File: src/rtl/exp_sched.sv
// Round-robin scheduler that shares one x^n mod 2^W engine among NREQ requesters.
// Trivial exponents (0 and 1) are answered locally; a cycle timeout guards against a hung engine.
module exp_sched #(
    parameter int NREQ    = 4,
    parameter int W       = 32,
    parameter int TIMEOUT = 1024
) (
    input  logic                    clk,
    input  logic                    rst,
    input  logic [NREQ-1:0]         req_valid,
    output logic [NREQ-1:0]         req_ready,
    input  logic [NREQ*W-1:0]       req_x,
    input  logic [NREQ*W-1:0]       req_n,
    output logic [NREQ-1:0]         rsp_valid,
    input  logic [NREQ-1:0]         rsp_ready,
    output logic [W-1:0]            rsp_data,
    output logic                    eng_start,
    output logic [W-1:0]            eng_x,
    output logic [W-1:0]            eng_n,
    input  logic                    eng_done,
    input  logic [W-1:0]            eng_res,
    output logic [$clog2(NREQ)-1:0] grant_id,
    output logic                    busy,
    output logic                    timeout_err
);
    localparam int GW = $clog2(NREQ);
    localparam int CW = $clog2(TIMEOUT);

    typedef enum logic [1:0] {S_IDLE, S_ISSUE, S_WAIT, S_RESP} state_t;

    state_t        r_state;
    state_t        w_next;
    logic [GW-1:0] r_grant;
    logic [GW-1:0] r_last;
    logic [GW-1:0] w_win;
    logic [GW-1:0] w_idx;
    logic          w_found;
    logic          w_xfer;
    logic          w_timeout;
    logic [W-1:0]  r_x;
    logic [W-1:0]  r_n;
    logic [W-1:0]  r_res;
    logic [W-1:0]  w_selX;
    logic [W-1:0]  w_selN;
    logic [CW-1:0] r_cnt;
    logic          r_timeoutErr;

    // Search starts just after the most recently retired channel.
    always_comb begin
        w_win   = '0;
        w_idx   = '0;
        w_found = 1'b0;
        for (int k = 1; k <= NREQ; k++) begin
            w_idx = GW'((int'(r_last) + k) % NREQ);
            if (!w_found && req_valid[w_idx]) begin
                w_found = 1'b1;
                w_win   = w_idx;
            end
        end
    end

    assign w_selX    = req_x[int'(w_win)*W +: W];
    assign w_selN    = req_n[int'(w_win)*W +: W];
    assign w_xfer    = (r_state == S_IDLE) && w_found;
    assign w_timeout = (r_cnt == CW'(TIMEOUT - 1));

    always_ff @(posedge clk) begin
        if (!rst) begin
            r_state <= S_IDLE;
        end else begin
            r_state <= w_next;
        end
    end

    always_comb begin
        w_next    = r_state;
        req_ready = '0;
        rsp_valid = '0;
        eng_start = 1'b0;
        case (r_state)
            S_IDLE: begin
                if (w_found) begin
                    req_ready = NREQ'(1) << w_win;
                    w_next    = (w_selN <= W'(1)) ? S_RESP : S_ISSUE;
                end
            end
            S_ISSUE: begin
                eng_start = 1'b1;
                w_next    = S_WAIT;
            end
            S_WAIT: begin
                if (eng_done || w_timeout) begin
                    w_next = S_RESP;
                end
            end
            S_RESP: begin
                rsp_valid = NREQ'(1) << r_grant;
                if (rsp_ready[r_grant]) begin
                    w_next = S_IDLE;
                end
            end
            default: w_next = S_IDLE;
        endcase
    end

    // A completion in the final timeout cycle still delivers the engine result.
    always_ff @(posedge clk) begin
        if (!rst) begin
            r_grant      <= '0;
            r_last       <= GW'(NREQ - 1);
            r_x          <= '0;
            r_n          <= '0;
            r_res        <= '0;
            r_cnt        <= '0;
            r_timeoutErr <= 1'b0;
        end else begin
            case (r_state)
                S_IDLE: begin
                    if (w_xfer) begin
                        r_grant <= w_win;
                        r_x     <= w_selX;
                        r_n     <= w_selN;
                        if (w_selN == '0) begin
                            r_res <= W'(1);
                        end else if (w_selN == W'(1)) begin
                            r_res <= w_selX;
                        end
                    end
                end
                S_ISSUE: r_cnt <= '0;
                S_WAIT: begin
                    r_cnt <= r_cnt + 1'b1;
                    if (eng_done) begin
                        r_res <= eng_res;
                    end else if (w_timeout) begin
                        r_res        <= '0;
                        r_timeoutErr <= 1'b1;
                    end
                end
                S_RESP: begin
                    if (rsp_ready[r_grant]) begin
                        r_last <= r_grant;
                    end
                end
                default: ;
            endcase
        end
    end

    assign rsp_data    = r_res;
    assign eng_x       = r_x;
    assign eng_n       = r_n;
    assign grant_id    = r_grant;
    assign busy        = (r_state != S_IDLE);
    assign timeout_err = r_timeoutErr;

endmodule

File: config.mk
export PLATFORM = sky130hd
export DESIGN_NAME = exp_sched
export DESIGN_NICKNAME = d
export VERILOG_FILES = /design/src/rtl/exp_sched.sv
export SDC_FILE = /design/constraint.sdc
export NUM_CORES = 1
export LEC_CHECK = 0
export CAP_MARGIN = 10
export CORE_MARGIN = 10
export CORE_UTILIZATION = 28
export CTS_BUF_LIST = sky130_fd_sc_hd__clkbuf_2 sky130_fd_sc_hd__clkbuf_4 sky130_fd_sc_hd__clkbuf_8
export DETAILED_ROUTE_END_ITERATION = 16
export DONT_BUFFER_PORTS = 1
export GPL_ROUTABILITY_DRIVEN = 0
export PLACE_DENSITY_LB_ADDON = 0.15
export RECOVER_POWER = 100
export SLEW_MARGIN = 20
export SYNTH_ARGS = -nofsm -noshare
export SYNTH_HDL_FRONTEND = slang
export SYNTH_SLANG_ARGS = --single-unit
File: constraint.sdc
create_clock -name clk -period 4.9 [get_ports clk]
set_input_delay 0.98 -clock clk [delete_from_list [all_inputs] [get_ports clk]]
set_output_delay 0.98 -clock clk [all_outputs]
set_load 0.05 [all_outputs]
**Word level (Yosys, flattened, before mapping)**

Cells that the tools add are included.
Widths: inputs -> output; s select.

- Memories: 0
- RAM bits: 0
- Bits in registers: 113
- Word-level logic and storage cells: 87
- Bits in latches: 0
- Memory bits (read-only): 0

- $mul: 0
- Shifts and indexed selects: 4
- Divide/modulo/power cells: 0
- Bitwise gates (word level): 1
- Multiplexer cells: 34
- Magnitude comparators: 6
- $add $sub $neg: 5
- Reduce and logical (&&, ||, !) cells: 18
- Equal/unequal tests: 11

Operators by type and width:

| kind | number |
|---|---|
| $shiftx 128x8->32 | 2 |
| $mux 32 | 5 |
| $pmux 32 s2 | 1 |
| $eq 32x1->1 const B | 1 |
| $le 32x1->1 const B | 1 |
| $logic_not 32->1 | 1 |
| $pmux 10 s2 | 1 |
| $mux 2 | 8 |
| $lt 2x3->1 const B | 5 |
| $mux 4 | 3 |
| $add 10x1->10 const B | 1 |
| $bmux 1 s2 | 5 |
| $eq 10x10->1 const B | 1 |
| $mux 1 | 10 |
| $ne 2x2->1 const B | 4 |
| $pmux 2 s4 | 1 |
| $shl 1x2->4 const A | 2 |
| $reduce_and 3->1 | 2 |
| $reduce_bool 2->1 | 3 |
| $add 2x1->2 const B | 2 |
| $add 2x2->2 const B | 2 |
| $eq 2x2->1 const B | 2 |
| $logic_and 1x1->1 | 4 |
| $reduce_and 2->1 | 2 |
| other kinds (8) | 10 |

**Depth between registers and ports, before layout**

Gate-level depths: netlist of run 1.

- Depth in word-level cells: 19
- Mapped depth: 14
- Mapped depth without buffers: 9

**Worst setup path after synthesis of run 1**

No wires, ideal clock.

- Kind: input-to-output
- From: input port req_valid[2]
- To: output port req_ready[1]
- Data arrival time: 3.484 ns
- Buffers on the path: 4
- Path slack: 0.436 ns
- Cell stages on the path: 8
- Required time: 3.920 ns
- Cells stage by stage: or3b_1 > o21a_1 > o21a_1 > clkbuf_1 > buf_2 > clkbuf_1 > clkbuf_1 > nor3_1

- Longest elaborated chain between the ends: 15
- Elaborated cells between the ends (all ways): 25

Ends and longest elaborated chain:

| item | line | source |
|---|---|---|
| start, declared | 10 | `input logic [NREQ-1:0] req_valid,` |
| $bmux 1 s2 | 55 | `if (!w_found && req_valid[w_idx]) begin` |
| $mux 1 (implied by the code) | 55 |  |
| $mux 1 | 55 |  |
| $logic_not 1->1 | 55 |  |
| $logic_and 1x1->1 | 55 |  |
| $mux 1 | 55 |  |
| $logic_not 1->1 | 55 |  |
| $logic_and 1x1->1 | 55 |  |
| $mux 1 | 55 |  |
| $logic_not 1->1 | 55 |  |
| $logic_and 1x1->1 | 55 |  |
| $mux 2 | 55 |  |
| $shl 1x2->4 | 83 | `req_ready = NREQ'(1) << w_win;` |
| $mux 4 * | 82 | `if (w_found) begin` |
| $mux 4 * | 80 | `case (r_state)` |
| end, declared | 11 | `output logic [NREQ-1:0] req_ready,` |

Every way passes the cells marked *; elsewhere a longest branch is shown, timed or not. The select of a mux whose other input is x is not followed.

**Worst setup path after layout of run 1**

- From: input port req_valid[0]
- To: output port req_ready[3]

Same word-level chain as after synthesis.

==> results of run 1 <==
==> cells in the final DEF (no fill, tap or decap), types with 3 or more instances in the layout <==
cell and instances:
a21oi_1 127, nand3_1 70, nand2_1 323, xor2_1 7, inv_6 6, nand4_1 6, buf_12 3, diode_2 7
inv_1 7, nor4_1 14, and3_1 5, nor2_1 87, o2bb2a_1 31, mux2i_1 9, a21o_1 3, ha_1 5
clkbuf_8 17, o21ai_0 63, buf_4 15, dfxtp_1 113, a22o_1 31, or4_1 4, o21a_1 3
==> area by class of cell <==
class / instances / area (um^2)
clock buffer: 17 / 234.0
inverter: 8 / 30.03
tap: 319 / 399.1
antenna: 7 / 17.52
fill: 2693 / 16170
multi-input combinational: 822 / 4213
timing repair buffer: 21 / 186.4
clock inverter: 15 / 172.7
sequential: 113 / 2262
==> metrics by stage <==
stage | setup slack, ns | hold WS [ns]
after detailed placement | 0.4159 | 0.5021
after CTS | 0.8873 | 0.5251
after global routing | 0.3673 | 0.5584
after floorplan | 0.4360 | 0.4722
after global placement | 0.4689 | 0.4926
final | 0.5437 | 0.5229
==> power by group <==
group	leakage, nW	internal (W)	total (W)	switching (W)
registers	0.924	0.00114	0.00207	0.000929
logic	1.88	0.000486	0.00152	0.00104
clock network	0.202	0.000469	0.000931	0.000462
total	3.01	0.00209	0.00452	0.00243
==> routing by layer <==
metal,track usage,up-vias
li1,-,3449
met1,0.2043,3237
met2,0.3239,338
met3,0.08621,24
met4,0.05016,2
met5,0,-
==> kinds of logic (layout without fill, tap and decap cells) <==
logic type | after synthesis | count (layout) | share of synthesized area
other | 0 | 7 | 0
muxes | 10 | 10 | 0.01655
xor gates and xnor gates | 9 | 9 | 0.01159
adders and majority gates | 5 | 5 | 0.009196
AOI/OAI and AO/OA | 275 | 275 | 0.2557
buffers and inverters | 89 | 61 | 0.05518
DFF | 113 | 113 | 0.3325
and+or+nand+nor | 523 | 523 | 0.3193
==> registers in the layout (all words and copies together), names as in the netlist <==
| signal | count |
|---|---|
| timeout_err | 1 |
| r_cnt | 10 |
| r_state | 2 |
| eng_x | 32 |
| eng_n | 32 |
| r_last | 2 |
| grant_id | 2 |
| rsp_data | 32 |
==> worst max-delay path: stages <==
cell and delay [ns]:
a21oi_1 0.32, o32a_4 0.59, clkbuf_2 0.65, nand2_1 0.15
nor2_1 0.12, clkbuf_1 0.50
==> final timing paths <==
kind / start / slack (ns) / end / cells past startpoint
min reg2reg: r_cnt[4] / 0.52 / r_cnt[4] / 2
max reg2reg: r_last[1] / 0.60 / rsp_data[9] / 9
max: req_valid[0] / 0.54 / req_ready[3] / 6
min: r_cnt[4] / 0.52 / r_cnt[4] / 2
==> out/metrics.yaml, run 1 <==
crit_arrival_ns: 3.38
status: "finished, violations left"
drt-pass1-iter-count: 7
p_leak_nw: 3.007
cap_violations: 2
cts_buffer_depth: 2
setup_viol: 0
nets: 1287
fmax_ghz: 0.2296
final_util: 0.3173
synth.net_count: 1328
path_max_fanout: 48
path_clk_slew_ns: 0.07
wl_met2_mm: 15.15
synth-main-ff-cell: "dfxtp_1"
maxSlewViolCount: 52
ir_drop_v: 0.0002194
synth_edf_count: 0
violations: "max-capacitance violations, max-slew violations"
grt_pass1_wl_mm: 45.20
fin_crit_sh: 0.8890
cts-root-buf: "clkbuf_8"
synth_cells: 1024
yosysUniqueCellTypes: 48
powerDensity_mw_per_mm2: 601.7
cts_max_level: 4
setup_tns_ns: 0
clk_latency_ns: 0.43
ys_ff_latch: 113
grt_max_degree: 71
drt-met1-wl_mm: 12.04
row_count: 56
highest_layer: "met5"
critPathLaunchType: "input port"
syn-cell-area_mm2: 0.006803
track_usage: 0.1882
stdcell_area_mm2: 0.007515
postSynthAreaPerCell_um2: 6.643
worstPathRequired_ns: 3.92
yosysTopAreaCell: "dfxtp_1"
vias_per_cell: 5.333
cts_tree: "built"
route.met3.wl_mm: 3.325
cp-end-kind: "output pin"
finalCriticalPeriod_ns: 4.356
placed_area_mm2: 0.007139
die-area_mm2: 0.03093
die_h_um: 175.9
ys_warn_count: 0
grt_pass1_vias: 7135
drtIter0Drc: 403
synth.most_common_cell: "nand2_1"
grt-ovfl-total: 0
antenna_found_initial: 9
remaining_drc_errors: 0
cts.sinks: 113
synth-seq-area-share: 0.3325
post_cts_resized: 0
hold_path.class: "register to register"
ys_top_cells_by_area: "dfxtp_1 33%, nand2_1 18%, a21oi_1 9.3%"
dieWidth_um: 175.9
cts_setup_buffers: 0
start_util: 0.2872
avgRoutedWirePerCell_um: 23.37
io_pins: 408
skew_ns: 0.01734
critPathKind: "input port to output pin"
placed_cells: 1283
core_area_mm2: 0.02368
antenna_left: 0
final_cell_count_no_fill: 1322
maxSlewHeadroom: -0.3134
dp_hpwl_mm: 23.97
cts_buffers: 17
yosysTopAreaCellShare: 0.3325
finalPower_w: 0.004522
synthToLayoutAreaGrowth_pct: 10.47
async_flop_share: 0
drive_gt1_frac: 0.06627
via_count: 7050
wirelength_mm: 30.90
worst_pin_slew_ns: 1.970
synth_common_cells: "323 x nand2_1, 127 x a21oi_1, 113 x dfxtp_1"
finalHoldViolations: 0
io_buffers: 0
rsz0062_at_grt: "no"
ctsHoldBuffers: 0
Note: power is estimated with default switching activity, not from simulation.
==> run 2: changes to the inputs <==
--- a/config.mk
+++ b/config.mk
@@ -6,10 +6,10 @@
 export NUM_CORES = 1
 export LEC_CHECK = 0
 export CAP_MARGIN = 10
-export CORE_MARGIN = 10
-export CORE_UTILIZATION = 28
+export CORE_AREA = 10 10 148 150
 export CTS_BUF_LIST = sky130_fd_sc_hd__clkbuf_2 sky130_fd_sc_hd__clkbuf_4 sky130_fd_sc_hd__clkbuf_8
 export DETAILED_ROUTE_END_ITERATION = 16
+export DIE_AREA = 0 0 158 160
 export DONT_BUFFER_PORTS = 1
 export GPL_ROUTABILITY_DRIVEN = 0
 export PLACE_DENSITY_LB_ADDON = 0.15
==> run 2 against run 1 <==
Flip-flop and latch count stayed put; the flow still finishes with violations (max-capacitance violations, max-slew violations); sequential power barely moved; largest power group unchanged; via count about the same; register-to-register slack improved by 0.11 ns; largest cell class unchanged; utilization grew 6.8 points.
==> out/metrics.yaml, run 2 (synthesized netlist as in run 1, its figures left out) <==
critPathKind: "input port to register"
fillers: 2064
maxSlewHeadroom: -0.2027
io_pins: 408
antenna_found_initial: 2
finalHoldViolations: 0
wirelength_mm: 29.34
grt_pass1_vias: 7003
die_h_um: 160
stdcell_area_mm2: 0.007358
row_count: 51
final_common_cell: "nand2_1"
status: "finished, violations left"
worst_pin_slew_ns: 1.804
fmax_ghz: 0.2334
io_buffers: 0
clk_latency_ns: 0.44
placed_area_mm2: 0.006985
finalCriticalPeriod_ns: 4.285
violations: "max-capacitance violations, max-slew violations"
path_max_fanout: 58
setup_tns_ns: 0
cts_max_level: 4
dp_hpwl_mm: 22.83
remaining_drc_errors: 0
powerDensity_mw_per_mm2: 614.4
grt_max_degree: 85
track_usage: 0.2174
final_cell_count_no_fill: 1232
fin_crit_sh: 0.8745
grt_pass1_wl_mm: 42.71
via_count: 7048
multi_input_area_mm2: 0.004205
drtIter0Drc: 452
ir_drop_v: 0.0002189
cts_buffer_depth: 2
maxSlewViolCount: 118
nets: 1286
ctsHoldBuffers: 0
setup_viol: 0
hold_path.class: "register to register"
cp-end-kind: "register"
final_cell_mix: "323 x nand2_1, 127 x a21oi_1, 113 x dfxtp_1"
crit_arrival_ns: 4.61
avgRoutedWirePerCell_um: 23.82
path_clk_slew_ns: 0.07
core_area_mm2: 0.01908
cap_violations: 3
vias_per_cell: 5.721
drt-pass1-iter-count: 6
rsz0062_at_grt: "no"
cts_buffers: 17
die-area_mm2: 0.02528
register_area_mm2: 0.002262
post_cts_resized: 0
dieWidth_um: 158
skew_ns: 0.01466
placed_cells: 1201
cts-root-buf: "clkbuf_8"
cts.sinks: 113
critPathLaunchType: "input port"
synthToLayoutAreaGrowth_pct: 8.166
finalPower_w: 0.004521
antenna_left: 0
drive_gt1_frac: 0.05942
start_util: 0.3565
grt-ovfl-total: 0
cts_setup_buffers: 0
p_leak_nw: 2.986
whs_ns: 0.5186
cts_tree: "built"
worstPathRequired_ns: 5.22
-- run 2: per-stage QoR --
stage               utilization  worst slack [ns]
global route             0.3855            0.3801
floorplan                     -            0.4360
finish                   0.3857            0.6151
detailed placement       0.3661            0.3988
CTS                      0.3881            0.8615
global placement         0.3661            0.4554
-- run 2: layer usage --
layer / vias up / global-route usage / routed length [um]
li1: 3438 / - / -
met1: 3227 / 0.2340 / 11010
met2: 347 / 0.3836 / 14550
met3: 34 / 0.08595 / 3194
met4: 2 / 0.05939 / 575
met5: - / 0 / 13
-- run 2: layout make-up --
type | instances | area share
well taps | 238 | 0.04047
repair buffers | 20 | 0.01921
clock buffers | 19 | 0.03469
clock inverters | 11 | 0.02228
inverters | 8 | 0.004081
diodes | 1 | 0.0003401
flip-flops and latches | 113 | 0.3074
multi-input cells | 822 | 0.5715
-- run 2: critical path, stage by stage --
cell and delay (ns):
and3b_1 0.19, o32a_2 0.74, clkbuf_1 0.34, nand2_1 0.13, a21oi_1 0.11, nor4_1 0.42
nand4_1 0.26, or4_1 0.69, o211a_4 0.43, a22o_1 0.28
-- run 2: path summary, 6_finish.rpt --
kind                 from           to  slack (ns)  cells past startpoint
min              r_cnt[8]     r_cnt[8]        0.52                      2
max reg2reg     r_last[1]  rsp_data[9]        0.71                     10
min reg2reg      r_cnt[8]     r_cnt[8]        0.52                      2
max          req_valid[3]  rsp_data[9]        0.62                     10
-- run 2: power by group --
part / internal [W] / leakage [nW] / switching (W)
Sequential: 0.00114 / 0.924 / 0.000925
Combinational: 0.000479 / 1.85 / 0.00102
Clock: 0.000564 / 0.211 / 0.000398
Total: 0.00218 / 2.99 / 0.00234
==> run 3: changes to the inputs <==
--- a/config.mk
+++ b/config.mk
@@ -12,7 +12,7 @@
 export DIE_AREA = 0 0 158 160
 export DONT_BUFFER_PORTS = 1
 export GPL_ROUTABILITY_DRIVEN = 0
-export PLACE_DENSITY_LB_ADDON = 0.15
+export PLACE_DENSITY = 0.54
 export RECOVER_POWER = 100
 export SLEW_MARGIN = 20
 export SYNTH_ARGS = -nofsm -noshare
==> run 3 against run 2 <==
The flow still finishes with violations (max-capacitance violations, max-slew violations); wire length is 4.2% lower; sequential power hardly changed; die area stayed put; total power is 2.7% lower; critical path depth stayed put; clock power is 12% lower; design area is 0.12% higher; critical path type unchanged; largest power group unchanged; highest routed layer is now met4.
==> out/metrics.yaml, run 3 (synthesized netlist as in run 1, its figures left out) <==
crit_arrival_ns: 4.57
rr_endpoint: "rsp_data[1]"
r2r-start: "r_last[1]"
critPathKind: "input port to register"
startpoint: "req_valid[3]"
placed_area_mm2: 0.007018
fmax_ghz: 0.2349
synthToLayoutAreaGrowth_pct: 8.295
fin_crit_sh: 0.8690
whs_ns: 0.5265
maxSlewHeadroom: -0.3352
die-area_mm2: 0.02528
rsz0062_at_grt: "no"
cts-root-buf: "clkbuf_8"
whs_path_depth: 2
setup_tns_ns: 0
p_leak_nw: 2.971
start_util: 0.3565
rrSetupSlack_ns: 0.70
worst_pin_slew_ns: 2.003
maxSlewViolCount: 53
grt_max_degree: 57
violations: "max-capacitance violations, max-slew violations"
antenna_left: 0
setup_viol: 0
via_count: 6990
avgRoutedWirePerCell_um: 22.71
grt_pass1_wl_mm: 41.86
core_area_mm2: 0.01908
finalHoldViolations: 0
ctsHoldBuffers: 0
die_h_um: 160
grt-ovfl-total: 0
ir_drop_v: 0.0001955
hold_path_end: "r_cnt[9]"
cts_buffers: 17
path_cells: "and3b_1 -> o32a_4 -> clkbuf_1 -> nand2_1 -> a21oi_1 -> a311o_1 -> or4_1 -> or4_1 -> o211a_4 -> a22o_1"
final_cell_count_no_fill: 1238
cts_buffer_depth: 2
worstPathRequired_ns: 5.21
row_count: 51
path_max_fanout: 56
cts.sinks: 113
final_common_cell: "nand2_1"
holdCritStartpoint: "r_cnt[9]"
slowest_delay_ns: 0.61
powerDensity_mw_per_mm2: 597.1
track_usage: 0.2106
antenna_found_initial: 4
nets: 1287
met3_usage: 0.08595
io_pins: 408
stdcell_area_mm2: 0.007367
dieWidth_um: 158
wirelength_mm: 28.12
post_cts_resized: 0
io_buffers: 0
busiest_layer: "met2"
drt-pass1-iter-count: 5
placed_cells: 1202
setup_slack_ns: 0.6421
remaining_drc_errors: 0
grt_pass1_vias: 7083
finalCriticalPeriod_ns: 4.258
use_met1: 0.2175
drive_gt1_frac: 0.06426
critPathMostFrequentCell: "or4_1"
critPathLaunchType: "input port"
final_cell_mix: "323 x nand2_1, 127 x a21oi_1, 113 x dfxtp_1"
clk_latency_ns: 0.43
cts_setup_buffers: 0
hold_path.class: "register to register"
dpl_worst_slack_ns: 0.4315
reg2reg_depth: 10
cts_tree: "built"
cp-end-kind: "register"
path_clk_slew_ns: 0.07
grt_use_met2: 0.3799
drtIter0Drc: 402
cts_max_level: 4
vias_per_cell: 5.646
dp_hpwl_mm: 22.06
worst_path_max_delay_cell: "or4_1"
skew_ns: 0.01460
status: "finished, violations left"
cap_violations: 2
-- run 3: changes by cell type in the layout (fill, tap and decap cells not counted), sizes merged --
cell	change
clkbuf	-5
buf	+4
clkinvlp	+4
bufinv	-3
diode	+3
inv	+3
-- run 3: report_power, final --
group / leakage, nW / total, W / switching (W) / internal (W)
logic: 1.88 / 0.00149 / 0.000996 / 0.000498
clock network: 0.171 / 0.000847 / 0.000443 / 0.000404
registers: 0.924 / 0.00206 / 0.000920 / 0.00114
total: 2.97 / 0.00440 / 0.00236 / 0.00204
-- run 3: how the worst max path moves through the flow --
stage	endpoint	slack (ns)
2_1_floorplan	req_ready[1]	0.44
6_report	rsp_data[1]	0.64
5_1_grt	rsp_data[29]	0.47
4_1_cts	rsp_data[5]	0.91
3_3_place_gp	rsp_data[11]	0.46
3_5_place_dp	rsp_data[21]	0.43
-- run 3: critical path: cells and delay by family --
| family | cells | cell delay, ns |
|---|---|---|
| buffers and inverters | 1 | 0.38 |
| AO/OA/AOI/OAI | 5 | 1.67 |
| AND/OR/NAND/NOR | 4 | 1.49 |
-- run 3: layout make-up --
class                           instances  area, um^2
Tap cell                              238       297.8
Timing Repair Buffer                   21       185.2
Inverter                                8       30.03
Sequential cell                       113        2262
Fill cell                            2098       11710
Multi-Input combinational cell        822        4210
Antenna cell                            4       10.01
Clock inverter                         15       137.6
Clock buffer                           17       234.0
-- run 3: metrics by stage --
step             util  total power (W)
6_report       0.3861         0.004399
5_1_grt        0.3860         0.004725
4_1_cts        0.3873         0.004469
3_5_place_dp   0.3678         0.003606
3_3_place_gp   0.3678         0.003590
2_1_floorplan       -         0.003153
-- run 3: per-layer routing --
metal  share of wire  up-vias
met5               0        -
met4           0.016        0
met3            0.11       29
met2            0.51      318
met1            0.37     3197
li1                -     3446
